[config.mk]
export PLATFORM = sky130hd
export DESIGN_NAME = rst_seq_ctrl_flat
export DESIGN_NICKNAME = d
export VERILOG_FILES = /design/src/rtl/rst_seq_pkg.sv /design/src/rtl/rst_seq_ctrl_if.sv /design/src/rtl/rst_seq_sync_deb.sv /design/src/rtl/rst_seq_ctrl.sv /design/src/flat_wrapper.sv
export SDC_FILE = /design/constraint.sdc
export NUM_CORES = 1
export LEC_CHECK = 0
export ABC_AREA = 1
export BUFFER_PORTS_ARGS = -buffer_cell sky130_fd_sc_hd__buf_4
export CAP_MARGIN = 0
export CORE_MARGIN = 2
export CORE_UTILIZATION = 45
export DETAILED_ROUTE_END_ITERATION = 8
export GPL_TIMING_DRIVEN = 0
export PLACE_DENSITY = 0.68
export SKIP_CTS_REPAIR_TIMING = 1
export SLEW_MARGIN = 20
export SYNTH_ARGS = -nofsm -noshare
export SYNTH_HDL_FRONTEND = slang
export SYNTH_SLANG_ARGS = --single-unit
[constraint.sdc]
create_clock -name clk_p -period 1.4 [get_ports clk_p]
set_input_delay 0.07 -clock clk_p [delete_from_list [all_inputs] [get_ports clk_p]]
set_output_delay 0.07 -clock clk_p [all_outputs]
set_load 0.01 [all_outputs]
[src/rtl/rst_seq_pkg.sv]
// Shared types and constants for the board-level reset sequencer.
package rst_seq_pkg;

  typedef enum logic [1:0] {
    WAIT_LOCK = 2'd0,
    HOLD      = 2'd1,
    RELEASE   = 2'd2,
    RUN       = 2'd3
  } state_t;

  localparam int LOST_CNT_W = 8;

  // Status LED bit positions
  localparam int LED_HB       = 0;
  localparam int LED_LOCK     = 1;
  localparam int LED_STATE_LO = 2;
  localparam int LED_STATE_HI = 3;
  localparam int LED_LOST_LO  = 4;
  localparam int LED_LOST_HI  = 7;

  // Saturating increment for the lock-loss counter
  function automatic logic [LOST_CNT_W-1:0] sat_inc(input logic [LOST_CNT_W-1:0] v);
    return (&v) ? v : v + 1'b1;
  endfunction

endpackage

[src/rtl/rst_seq_ctrl_if.sv]
// Board-side signals of the reset sequencer: PLL lock and button in,
// domain resets and status out.
interface rst_seq_ctrl_if #(
  parameter int N_DOM = 3
);
  logic             i_locked;
  logic             i_sw_rst;
  logic [N_DOM-1:0] o_rst;
  logic [1:0]       o_state;
  logic [7:0]       o_lost_cnt;
  logic [7:0]       o_led;

  modport master (
    output i_locked, i_sw_rst,
    input  o_rst, o_state, o_lost_cnt, o_led
  );

  modport slave (
    input  i_locked, i_sw_rst,
    output o_rst, o_state, o_lost_cnt, o_led
  );
endinterface

[src/rtl/rst_seq_sync_deb.sv]
// Two-flop synchroniser with an optional debouncer. With debouncing on,
// the level only follows the synchronised input after DEB_CYC consecutive
// samples that differ from the current level; rise_o pulses for one cycle
// when the debounced level goes high.
module rst_seq_sync_deb #(
  parameter bit DEB_EN  = 1'b1,
  parameter int DEB_CYC = 1000
) (
  input  logic clk,
  input  logic rst_n,
  input  logic async_i,
  output logic level_o,
  output logic rise_o
);

  logic s1_q, s2_q;

  // metastability filter on the asynchronous input
  always_ff @(posedge clk or negedge rst_n) begin
    if (!rst_n) begin
      s1_q <= 1'b0;
      s2_q <= 1'b0;
    end else begin
      s1_q <= async_i;
      s2_q <= s1_q;
    end
  end

  if (DEB_EN) begin : g_deb
    localparam int CNT_W = $clog2(DEB_CYC + 1);

    logic             deb_q, deb_d;
    logic             rise_q, rise_d;
    logic [CNT_W-1:0] cnt_q, cnt_d;

    // count samples disagreeing with the held level; any agreeing sample restarts
    always_comb begin
      deb_d = deb_q;
      cnt_d = '0;
      if (s2_q != deb_q) begin
        if (cnt_q == CNT_W'(DEB_CYC - 1)) begin
          deb_d = s2_q;
        end else begin
          cnt_d = cnt_q + 1'b1;
        end
      end
      rise_d = deb_d & ~deb_q;
    end

    // debounce state
    always_ff @(posedge clk or negedge rst_n) begin
      if (!rst_n) begin
        deb_q  <= 1'b0;
        rise_q <= 1'b0;
        cnt_q  <= '0;
      end else begin
        deb_q  <= deb_d;
        rise_q <= rise_d;
        cnt_q  <= cnt_d;
      end
    end

    assign level_o = deb_q;
    assign rise_o  = rise_q;
  end else begin : g_nodeb
    assign level_o = s2_q;
    assign rise_o  = 1'b0;
  end

endmodule

[src/rtl/rst_seq_ctrl.sv]
// Board-level reset sequencer: qualifies PLL lock, holds all domains in
// reset, releases them one at a time, and re-asserts on lock loss or a
// debounced soft-reset press.
//
//   state     | meaning
//   ----------+------------------------------------------------------
//   WAIT_LOCK | all domains in reset, filtering synced lock
//   HOLD      | lock qualified, all domains held for HOLD_CYC cycles
//   RELEASE   | domains released in index order every STAGGER_CYC
//   RUN       | all domains out of reset, heartbeat running
module rst_seq_ctrl
  import rst_seq_pkg::*;
#(
  parameter int N_DOM       = 3,
  parameter int LOCK_FILT   = 4,
  parameter int HOLD_CYC    = 16,
  parameter int STAGGER_CYC = 8,
  parameter int DEB_CYC     = 1000,
  parameter int HB_DIV      = 24
) (
  input  logic          clk_p,
  input  logic          rst_top,
  rst_seq_ctrl_if.slave bus
);

  localparam int FILT_W = $clog2(LOCK_FILT + 1);
  localparam int HOLD_W = $clog2(HOLD_CYC + 1);
  localparam int STAG_W = $clog2(STAGGER_CYC + 1);
  localparam int IDX_W  = (N_DOM > 1) ? $clog2(N_DOM) : 1;

  logic lock_s;
  logic sw_rise;
  logic lock_rise_unused;
  logic sw_level_unused;

  rst_seq_sync_deb #(.DEB_EN(1'b0), .DEB_CYC(2)) u_lock_sync (
    .clk     (clk_p),
    .rst_n   (rst_top),
    .async_i (bus.i_locked),
    .level_o (lock_s),
    .rise_o  (lock_rise_unused)
  );

  rst_seq_sync_deb #(.DEB_EN(1'b1), .DEB_CYC(DEB_CYC)) u_sw_deb (
    .clk     (clk_p),
    .rst_n   (rst_top),
    .async_i (bus.i_sw_rst),
    .level_o (sw_level_unused),
    .rise_o  (sw_rise)
  );

  state_t                state_q, state_d;
  logic [FILT_W-1:0]     filt_q, filt_d;
  logic [HOLD_W-1:0]     hold_q, hold_d;
  logic [STAG_W-1:0]     stag_q, stag_d;
  logic [IDX_W-1:0]      idx_q, idx_d;
  logic [N_DOM-1:0]      rst_q, rst_d;
  logic [LOST_CNT_W-1:0] lost_q, lost_d;
  logic [HB_DIV-1:0]     hb_cnt_q, hb_cnt_d;
  logic                  hb_q, hb_d;
  logic [7:0]            led;

  // next-state, counters and per-domain reset; lock loss outranks the button
  always_comb begin
    state_d  = state_q;
    filt_d   = '0;
    hold_d   = '0;
    stag_d   = '0;
    idx_d    = '0;
    rst_d    = rst_q;
    lost_d   = lost_q;
    hb_cnt_d = '0;
    hb_d     = 1'b0;

    case (state_q)
      WAIT_LOCK: begin
        rst_d = '1;
        if (lock_s) begin
          if (filt_q == FILT_W'(LOCK_FILT - 1)) state_d = HOLD;
          else                                  filt_d  = filt_q + 1'b1;
        end
      end
      HOLD: begin
        rst_d = '1;
        if (hold_q == HOLD_W'(HOLD_CYC - 1)) state_d = RELEASE;
        else                                 hold_d  = hold_q + 1'b1;
      end
      RELEASE: begin
        if (stag_q == STAG_W'(STAGGER_CYC - 1)) begin
          for (int k = 0; k < N_DOM; k++) begin
            if (IDX_W'(k) == idx_q) rst_d[k] = 1'b0;
          end
          if (idx_q == IDX_W'(N_DOM - 1)) state_d = RUN;
          else                            idx_d   = idx_q + 1'b1;
        end else begin
          stag_d = stag_q + 1'b1;
          idx_d  = idx_q;
        end
      end
      default: begin
        rst_d = '0;
      end
    endcase

    if (state_q != WAIT_LOCK && !lock_s) begin
      state_d = WAIT_LOCK;
      rst_d   = '1;
      lost_d  = sat_inc(lost_q);
      filt_d  = '0;
      hold_d  = '0;
      stag_d  = '0;
      idx_d   = '0;
    end else if ((state_q == RELEASE || state_q == RUN) && sw_rise) begin
      state_d = HOLD;
      rst_d   = '1;
      filt_d  = '0;
      hold_d  = '0;
      stag_d  = '0;
      idx_d   = '0;
    end

    if (state_q == RUN && state_d == RUN) begin
      hb_cnt_d = hb_cnt_q + 1'b1;
      hb_d     = (&hb_cnt_q) ? ~hb_q : hb_q;
    end
  end

  // state and counter registers
  always_ff @(posedge clk_p or negedge rst_top) begin
    if (!rst_top) begin
      state_q  <= WAIT_LOCK;
      filt_q   <= '0;
      hold_q   <= '0;
      stag_q   <= '0;
      idx_q    <= '0;
      rst_q    <= '1;
      lost_q   <= '0;
      hb_cnt_q <= '0;
      hb_q     <= 1'b0;
    end else begin
      state_q  <= state_d;
      filt_q   <= filt_d;
      hold_q   <= hold_d;
      stag_q   <= stag_d;
      idx_q    <= idx_d;
      rst_q    <= rst_d;
      lost_q   <= lost_d;
      hb_cnt_q <= hb_cnt_d;
      hb_q     <= hb_d;
    end
  end

  // status LED assembly
  always_comb begin
    led                              = '0;
    led[LED_HB]                      = hb_q;
    led[LED_LOCK]                    = lock_s;
    led[LED_STATE_HI:LED_STATE_LO]   = state_q;
    led[LED_LOST_HI:LED_LOST_LO]     = lost_q[3:0];
  end

  assign bus.o_rst      = rst_q;
  assign bus.o_state    = state_q;
  assign bus.o_lost_cnt = lost_q;
  assign bus.o_led      = led;

endmodule

[src/flat_wrapper.sv]
// flat-port wrapper written by rule: the top's interface ports become plain ports
module rst_seq_ctrl_flat import rst_seq_pkg::*;
#(
  parameter int N_DOM       = 3,
  parameter int LOCK_FILT   = 4,
  parameter int HOLD_CYC    = 16,
  parameter int STAGGER_CYC = 8,
  parameter int DEB_CYC     = 1000,
  parameter int HB_DIV      = 24
)
  (clk_p, rst_top, bus_i_locked, bus_i_sw_rst, bus_o_rst, bus_o_state, bus_o_lost_cnt, bus_o_led);
  rst_seq_ctrl_if #(.N_DOM(N_DOM)) bus_i ();
  input  logic clk_p;
  input  logic rst_top;
  input wire logic [$bits(bus_i.i_locked)-1:0] bus_i_locked;
  input wire logic [$bits(bus_i.i_sw_rst)-1:0] bus_i_sw_rst;
  output wire logic [$bits(bus_i.o_rst)-1:0] bus_o_rst;
  output wire logic [$bits(bus_i.o_state)-1:0] bus_o_state;
  output wire logic [$bits(bus_i.o_lost_cnt)-1:0] bus_o_lost_cnt;
  output wire logic [$bits(bus_i.o_led)-1:0] bus_o_led;
  assign bus_i.i_locked = bus_i_locked;
  assign bus_i.i_sw_rst = bus_i_sw_rst;
  assign bus_o_rst = bus_i.o_rst;
  assign bus_o_state = bus_i.o_state;
  assign bus_o_lost_cnt = bus_i.o_lost_cnt;
  assign bus_o_led = bus_i.o_led;
  rst_seq_ctrl #(.N_DOM(N_DOM), .LOCK_FILT(LOCK_FILT), .HOLD_CYC(HOLD_CYC), .STAGGER_CYC(STAGGER_CYC), .DEB_CYC(DEB_CYC), .HB_DIV(HB_DIV)) u_core (.clk_p(clk_p), .rst_top(rst_top), .bus(bus_i));
endmodule
==> out/metrics.yaml, run 1 <==
outcome: "finished with violations"
violations: "negative setup slack"
root_buffer: "clkbuf_8"
clk_pin_slew_ps: 70
critical-path-top-delay-family: "simple AND/OR/NAND/NOR gates"
drv_slew: 0
relSlewSlack: 0.449
synth_fp_nets: 413
core_area_mm2: 0.00729
grt_pass1_wl_mm: 11.0
grt_start_max_net_pins: 69
area_delta_synth_final_pct: 22.9
drc: 0
totalWireLength_mm: 6.50
cts_tree: "built"
fin_area_mm2: 0.00417
finClkSkew_ps: 7.40
cp-end-kind: "register"
initial_core_util: 0.465
grt_pass1_vias: 2570
leakagePower_nw: 1.84
ir_drop_mv: 0.590
syn_area_per_cell_um2: 8.41
dp_slack_ps: -129
synth.distinct_cells: 28
gp_congestion: 0.820
hold_depth: 0
synth_edf_count: 0
firstDrtPassIters: 4
start_kind: "register"
grt_antenna_before_repair: 0
cts_buffers: 9
ios: 25
ys_async_sr_fraction: 1.00
hold_viol: 0
holdWs_ps: 350
synth_cells: 403
routedWlPerCell_um: 11.7
cp.required_ps: 1640
crit_cells: 8
worstMarginPinSlew_ps: 827
track_usage: 0.165
numPortBuffers: 24
diodes: 0
dieArea_mm2: 0.00824
htree_levels: 3
syn-cell-area_mm2: 0.00339
synth-seq-area-share: 0.503
fmax_mhz: 707
clock_latency_ps: 340
post-route-worst-setup-slack_ps: -14.7
fill_cells: 692
worstRegToRegCells: 8
path_cells: "ha_4 -> nand2_4 -> nor2_4 -> nand2_2 -> nor2_4 -> nand3_1 -> nand2_1 -> nor2_1"
postRouteAntennaNets: 0
critical_path_buf_inv_count: 0
rsz0062_at_grt: "true"
synth_flop_cell: "dfrtp_1"
drt_iter0_markers: 104
cts.sinks: 68
min_period_over_period: 1.01
crit_fanout: 5
fp.dieH_um: 90.8
drive_above_1_share: 0.255
placed_area_mm2: 0.00369
power.density_mw_per_mm2: 1110
num_vias: 2679
layout_commonest_cell: "nand2_1"
cp_common_cell: "nor2_4"
grt-ovfl-total: 0
crit_type: "register to register"
ys.warnings.count: 0
drv_cap: 0
fp.dieW_um: 90.8
cp_slowest_stage_delay_ps: 410
finalSetupViolations: 2
mostFrequentLayoutCells: "nand2_1, nor2_1, dfrtp_1"
hpwl_mm: 4.31
viasPerCell: 4.81
cts_buffer_depth: 2
crit_slowest_cell: "dfrtp_1"
min_path_type: "register to register"
arrival_ps: 1650
layout.nets: 463
fp-row-count: 31
period_needed_ps: 1410
synth_seq_cells: 68
where the power goes:
part / total (W) / leakage, nW / switching, W / internal, W
Combinational: 0.000973 / 0.835 / 0.000475 / 0.000498
Sequential: 0.00226 / 0.913 / 0.000169 / 0.00209
Clock: 0.00139 / 0.0889 / 0.000714 / 0.000678
Total: 0.00462 / 1.84 / 0.00136 / 0.00327
path summary, 6_finish.rpt:
check / slack, ps / startpoint / to
setup / recovery: -10 / u_core.hb_cnt_q[1] / u_core.hb_cnt_q[22]
min in group asynchronous: 380 / rst_top / u_core.stag_q[0]
setup reg to reg: -10 / u_core.hb_cnt_q[1] / u_core.hb_cnt_q[22]
hold reg to reg: 350 / u_core.u_sw_deb.s1_q / u_core.u_sw_deb.s2_q
hold / removal: 350 / u_core.u_sw_deb.s1_q / u_core.u_sw_deb.s2_q
max in group asynchronous: 430 / rst_top / u_core.bus.o_lost_cnt[3]
per-layer routing:
layer,share of wire,vias to the layer above,track usage
met5,0,-,0
li1,-,1370,-
met1,0.47,1261,0.207
met2,0.48,29,0.272
met4,0.030,0,0.0846
met3,0.026,19,0.0334
worst register-to-register path, cell delays in order (launching register included):
cell	delay (ps)
dfrtp_1	410
ha_4	170
nand2_4	60
nor2_4	240
nand2_2	130
nor2_4	140
nand3_1	80
nand2_1	60
nor2_1	30
registers in the layout, indices dropped and copies added, names as in the netlist, 2 cells and up:
register / count
u_core.bus.o_state: 2
u_core.bus.o_lost_cnt: 8
u_core.hb_cnt_q: 24
u_core.u_sw_deb.g_deb.cnt_q: 10
u_core.idx_q: 2
u_core.bus.o_rst: 3
u_core.hold_q: 5
u_core.filt_q: 3
u_core.stag_q: 4
per-stage QoR:
| stage | utilization | setup TNS [ps] | cells | total power (W) |
|---|---|---|---|---|
| floorplan | - | 0 | 403 | 0.00274 |
| global placement | 0.507 | -265 | 526 | 0.00306 |
| detailed placement | 0.507 | -421 | 526 | 0.00308 |
| CTS | 0.530 | -502 | 542 | 0.00449 |
| global route | 0.571 | -953 | 557 | 0.00492 |
| finish | 0.571 | -16.8 | 557 | 0.00462 |
synth_stat cells (3+ instances only):
cell type,instances,area share
nand2_1,88,0.097
nor2_1,71,0.079
dfrtp_1,65,0.48
inv_1,44,0.049
nand3_1,31,0.046
xor2_1,15,0.039
nor3_1,12,0.018
a21oi_1,11,0.016
buf_4,8,0.018
nor2_4,7,0.023
ha_1,6,0.022
nand4_1,6,0.011
xnor2_1,5,0.013
nor2_2,4,0.0074
o21ai_0,4,0.0059
o21ai_2,4,0.010
buf_6,3,0.010
dfstp_2,3,0.023
o22ai_1,3,0.0055
layout make-up:
class / instances / area (um^2) / area share
flip-flops and latches: 68 / 1710 / 0.411
multi-input cells: 279 / 1570 / 0.376
repair buffers: 39 / 325 / 0.0781
inverters: 45 / 171 / 0.0411
clock buffers: 11 / 141 / 0.0339
well taps: 99 / 124 / 0.0297
plain buffers: 11 / 97.6 / 0.0234
clock inverters: 5 / 27.5 / 0.00661
cells by family after synthesis:
group	Yosys count	synth area share
xor+xnor	20	0.0517
flops	68	0.503
fa+ha+maj	6	0.0221
compound gates	25	0.0432
simple gates	228	0.302
buf+inv	56	0.0775
Power figures use the tool's default switching activity.
==> run 2: changes to the inputs <==
--- a/config.mk
+++ b/config.mk
@@ -12,8 +12,9 @@
 export CORE_UTILIZATION = 45
 export DETAILED_ROUTE_END_ITERATION = 8
 export GPL_TIMING_DRIVEN = 0
-export PLACE_DENSITY = 0.68
+export PLACE_DENSITY = 0.65
 export SKIP_CTS_REPAIR_TIMING = 1
+export SKIP_LAST_GASP = 1
 export SLEW_MARGIN = 20
 export SYNTH_ARGS = -nofsm -noshare
 export SYNTH_HDL_FRONTEND = slang
==> constraint.sdc (replaced) <==
create_clock -name clk_p -period 1.7 [get_ports clk_p]
set_input_delay 0.085 -clock clk_p [delete_from_list [all_inputs] [get_ports clk_p]]
set_output_delay 0.085 -clock clk_p [all_outputs]
set_load 0.01 [all_outputs]
==> out/metrics.yaml, run 2 (same netlist as run 1, synthesis figures left out) <==
outcome: "complete, no violations"  # was finished with violations
mostFrequentLayoutCells: "nand2_1, nor2_1, dfrtp_1"  # unchanged
layout.nets: 451  # was 463
gr-usage-met1: 0.215  # was 0.207
firstDrtPassIters: 4  # unchanged
cp-end-kind: "register"  # unchanged
drv_slew: 0  # unchanged
post-route-worst-setup-slack_ps: 170  # was -14.7 ps
crit_fanout: 6  # was 5
drv_cap: 0  # unchanged
multiInputGateArea_mm2: 0.00142  # was 0.00157 mm^2
cts.sinks: 68  # unchanged
use_met3: 0.0501  # was 0.0334
finalSetupViolations: 0  # was 2
drt_iter0_markers: 71  # was 104
grt_antenna_before_repair: 0  # unchanged
crit_path_end: "u_core.hb_cnt_q[22]"  # unchanged
r2r_start: "u_core.hb_cnt_q[0]"  # was u_core.hb_cnt_q[1]
worstRegToRegCells: 8  # unchanged
crit_slowest_cell: "dfrtp_1"  # unchanged
min_period_over_period: 0.900  # was 1.01
layout_commonest_cell: "nand2_1"  # unchanged
grt-ovfl-total: 0  # unchanged
grt_pass1_wl_mm: 11.0  # about the same
diodes: 0  # unchanged
dieArea_mm2: 0.00824  # unchanged
track_usage: 0.167  # was 0.165
viasPerCell: 4.72  # was 4.81
fin_area_mm2: 0.00391  # was 0.00417 mm^2
drc: 0  # unchanged
clock_latency_ps: 340  # about the same
finalSetupTns_ps: 0  # was -16.8 ps
area_delta_synth_final_pct: 15.5  # was 22.9%
cp_common_cell: "nand2_1"  # was nor2_4
ff2ff_setup_slack_ps: 170  # was -10 ps
worstMarginPinSlew_ps: 848  # was 827 ps
num_vias: 2568  # was 2679
relSlewSlack: 0.434  # was 0.449
placed_area_mm2: 0.00369  # unchanged
drive_above_1_share: 0.162  # was 0.255
holdWs_ps: 350  # about the same
min_path_type: "register to register"  # unchanged
fp.dieW_um: 90.8  # unchanged
r2r-end: "u_core.hb_cnt_q[22]"  # unchanged
fmax_mhz: 653  # was 707 MHz
power.density_mw_per_mm2: 980  # was 1110 mW/mm^2
hpwl_mm: 4.33  # was 4.31 mm
grt_pass1_vias: 2500  # was 2570
numPortBuffers: 24  # unchanged
place_inst: 526  # unchanged
path_cells: "ha_1 -> nand2_1 -> nor2_4 -> nand2_1 -> nor2_2 -> nand3_1 -> nand2_1 -> nor2_1"  # was ha_4 -> nand2_4 -> nor2_4 -> nand2_2 -> nor2_4 -> nand3_1 -> nand2_1 -> nor2_1
crit_path_start: "u_core.hb_cnt_q[0]"  # was u_core.hb_cnt_q[1]
core_area_mm2: 0.00729  # unchanged
start_kind: "register"  # unchanged
finalNonFillerCells: 544  # was 557
fp-row-count: 31  # unchanged
grt_start_max_net_pins: 69  # unchanged
register_area_mm2: 0.00171  # about the same
hp-start: "u_core.u_lock_sync.s1_q"  # was u_core.u_sw_deb.s1_q
met2_usage: 0.269  # was 0.272
gp_congestion: 0.894  # was 0.820
cp.required_ps: 1940  # was 1640 ps
ir_drop_mv: 0.473  # was 0.590 mV
arrival_ps: 1770  # was 1650 ps
totalWireLength_mm: 6.16  # was 6.50 mm
busiest_layer: "met2"  # unchanged
routedWlPerCell_um: 11.3  # was 11.7 um
cp_slowest_stage_delay_ps: 430  # was 410 ps
rsz0062_at_grt: "false"  # was true
period_needed_ps: 1530  # was 1410 ps
cts_tree: "built"  # unchanged
crit_type: "register to register"  # unchanged
root_buffer: "clkbuf_8"  # unchanged
finClkSkew_ps: 11.8  # was 7.40 ps
postRouteAntennaNets: 0  # unchanged
ios: 25  # unchanged
hold_viol: 0  # unchanged
cts_buffers: 9  # unchanged
largest_reg_flops: 24  # unchanged
leakagePower_nw: 1.75  # was 1.84 nW
largest_register: "u_core.hb_cnt_q"  # unchanged
fp.dieH_um: 90.8  # unchanged
fill_cells: 728  # was 692
clk_pin_slew_ps: 80  # was 70 ps
dp_slack_ps: 167  # was -129 ps
htree_levels: 3  # unchanged
cts_buffer_depth: 2  # unchanged
initial_core_util: 0.465  # unchanged
## run 2: layout make-up
cell class / count / share of cell area
buffer: 11 / 0.0240
clock buffer: 10 / 0.0352
inverter: 45 / 0.0432
timing repair buffer: 27 / 0.0537
multi-input combinational: 279 / 0.363
tap: 99 / 0.0316
sequential: 68 / 0.436
clock inverter: 5 / 0.0134
## run 2: per-layer routing
layer / up-vias / share of wire
li1: 1338 / -
met1: 1201 / 0.50
met2: 24 / 0.46
met3: 5 / 0.028
met4: 0 / 0.011
met5: - / 0
## run 2: where the power goes
part | total, W | leakage [nW] | internal (W) | switching (W)
clock network | 0.00133 | 0.0979 | 0.000702 | 0.000625
registers | 0.00184 | 0.920 | 0.00171 | 0.000123
logic | 0.000672 | 0.729 | 0.000324 | 0.000348
total | 0.00384 | 1.75 | 0.00274 | 0.00110
## run 2: how the worst min path moves through the flow
stage	cells after the start	slack, ps	to
floorplan	0	-210	u_core.bus.o_lost_cnt[0]
global placement	1	200	u_core.u_lock_sync.s1_q
detailed placement	1	200	u_core.u_lock_sync.s1_q
CTS	1	-170	u_core.u_lock_sync.s1_q
global route	0	360	u_core.u_sw_deb.s2_q
finish	0	350	u_core.u_lock_sync.level_o
## run 2: metrics by stage
step | power (W) | utilization
finish | 0.00384 | 0.537
global route | 0.00405 | 0.537
CTS | 0.00388 | 0.533
detailed placement | 0.00254 | 0.507
global placement | 0.00252 | 0.507
floorplan | 0.00225 | -
## run 2: critical path: cells and delay by family (launching register included)
kind / cells / cell delay (ps)
flip-flops: 1 / 430
AND/OR/NAND/NOR: 7 / 800
adder cells (fa/ha/maj): 1 / 190
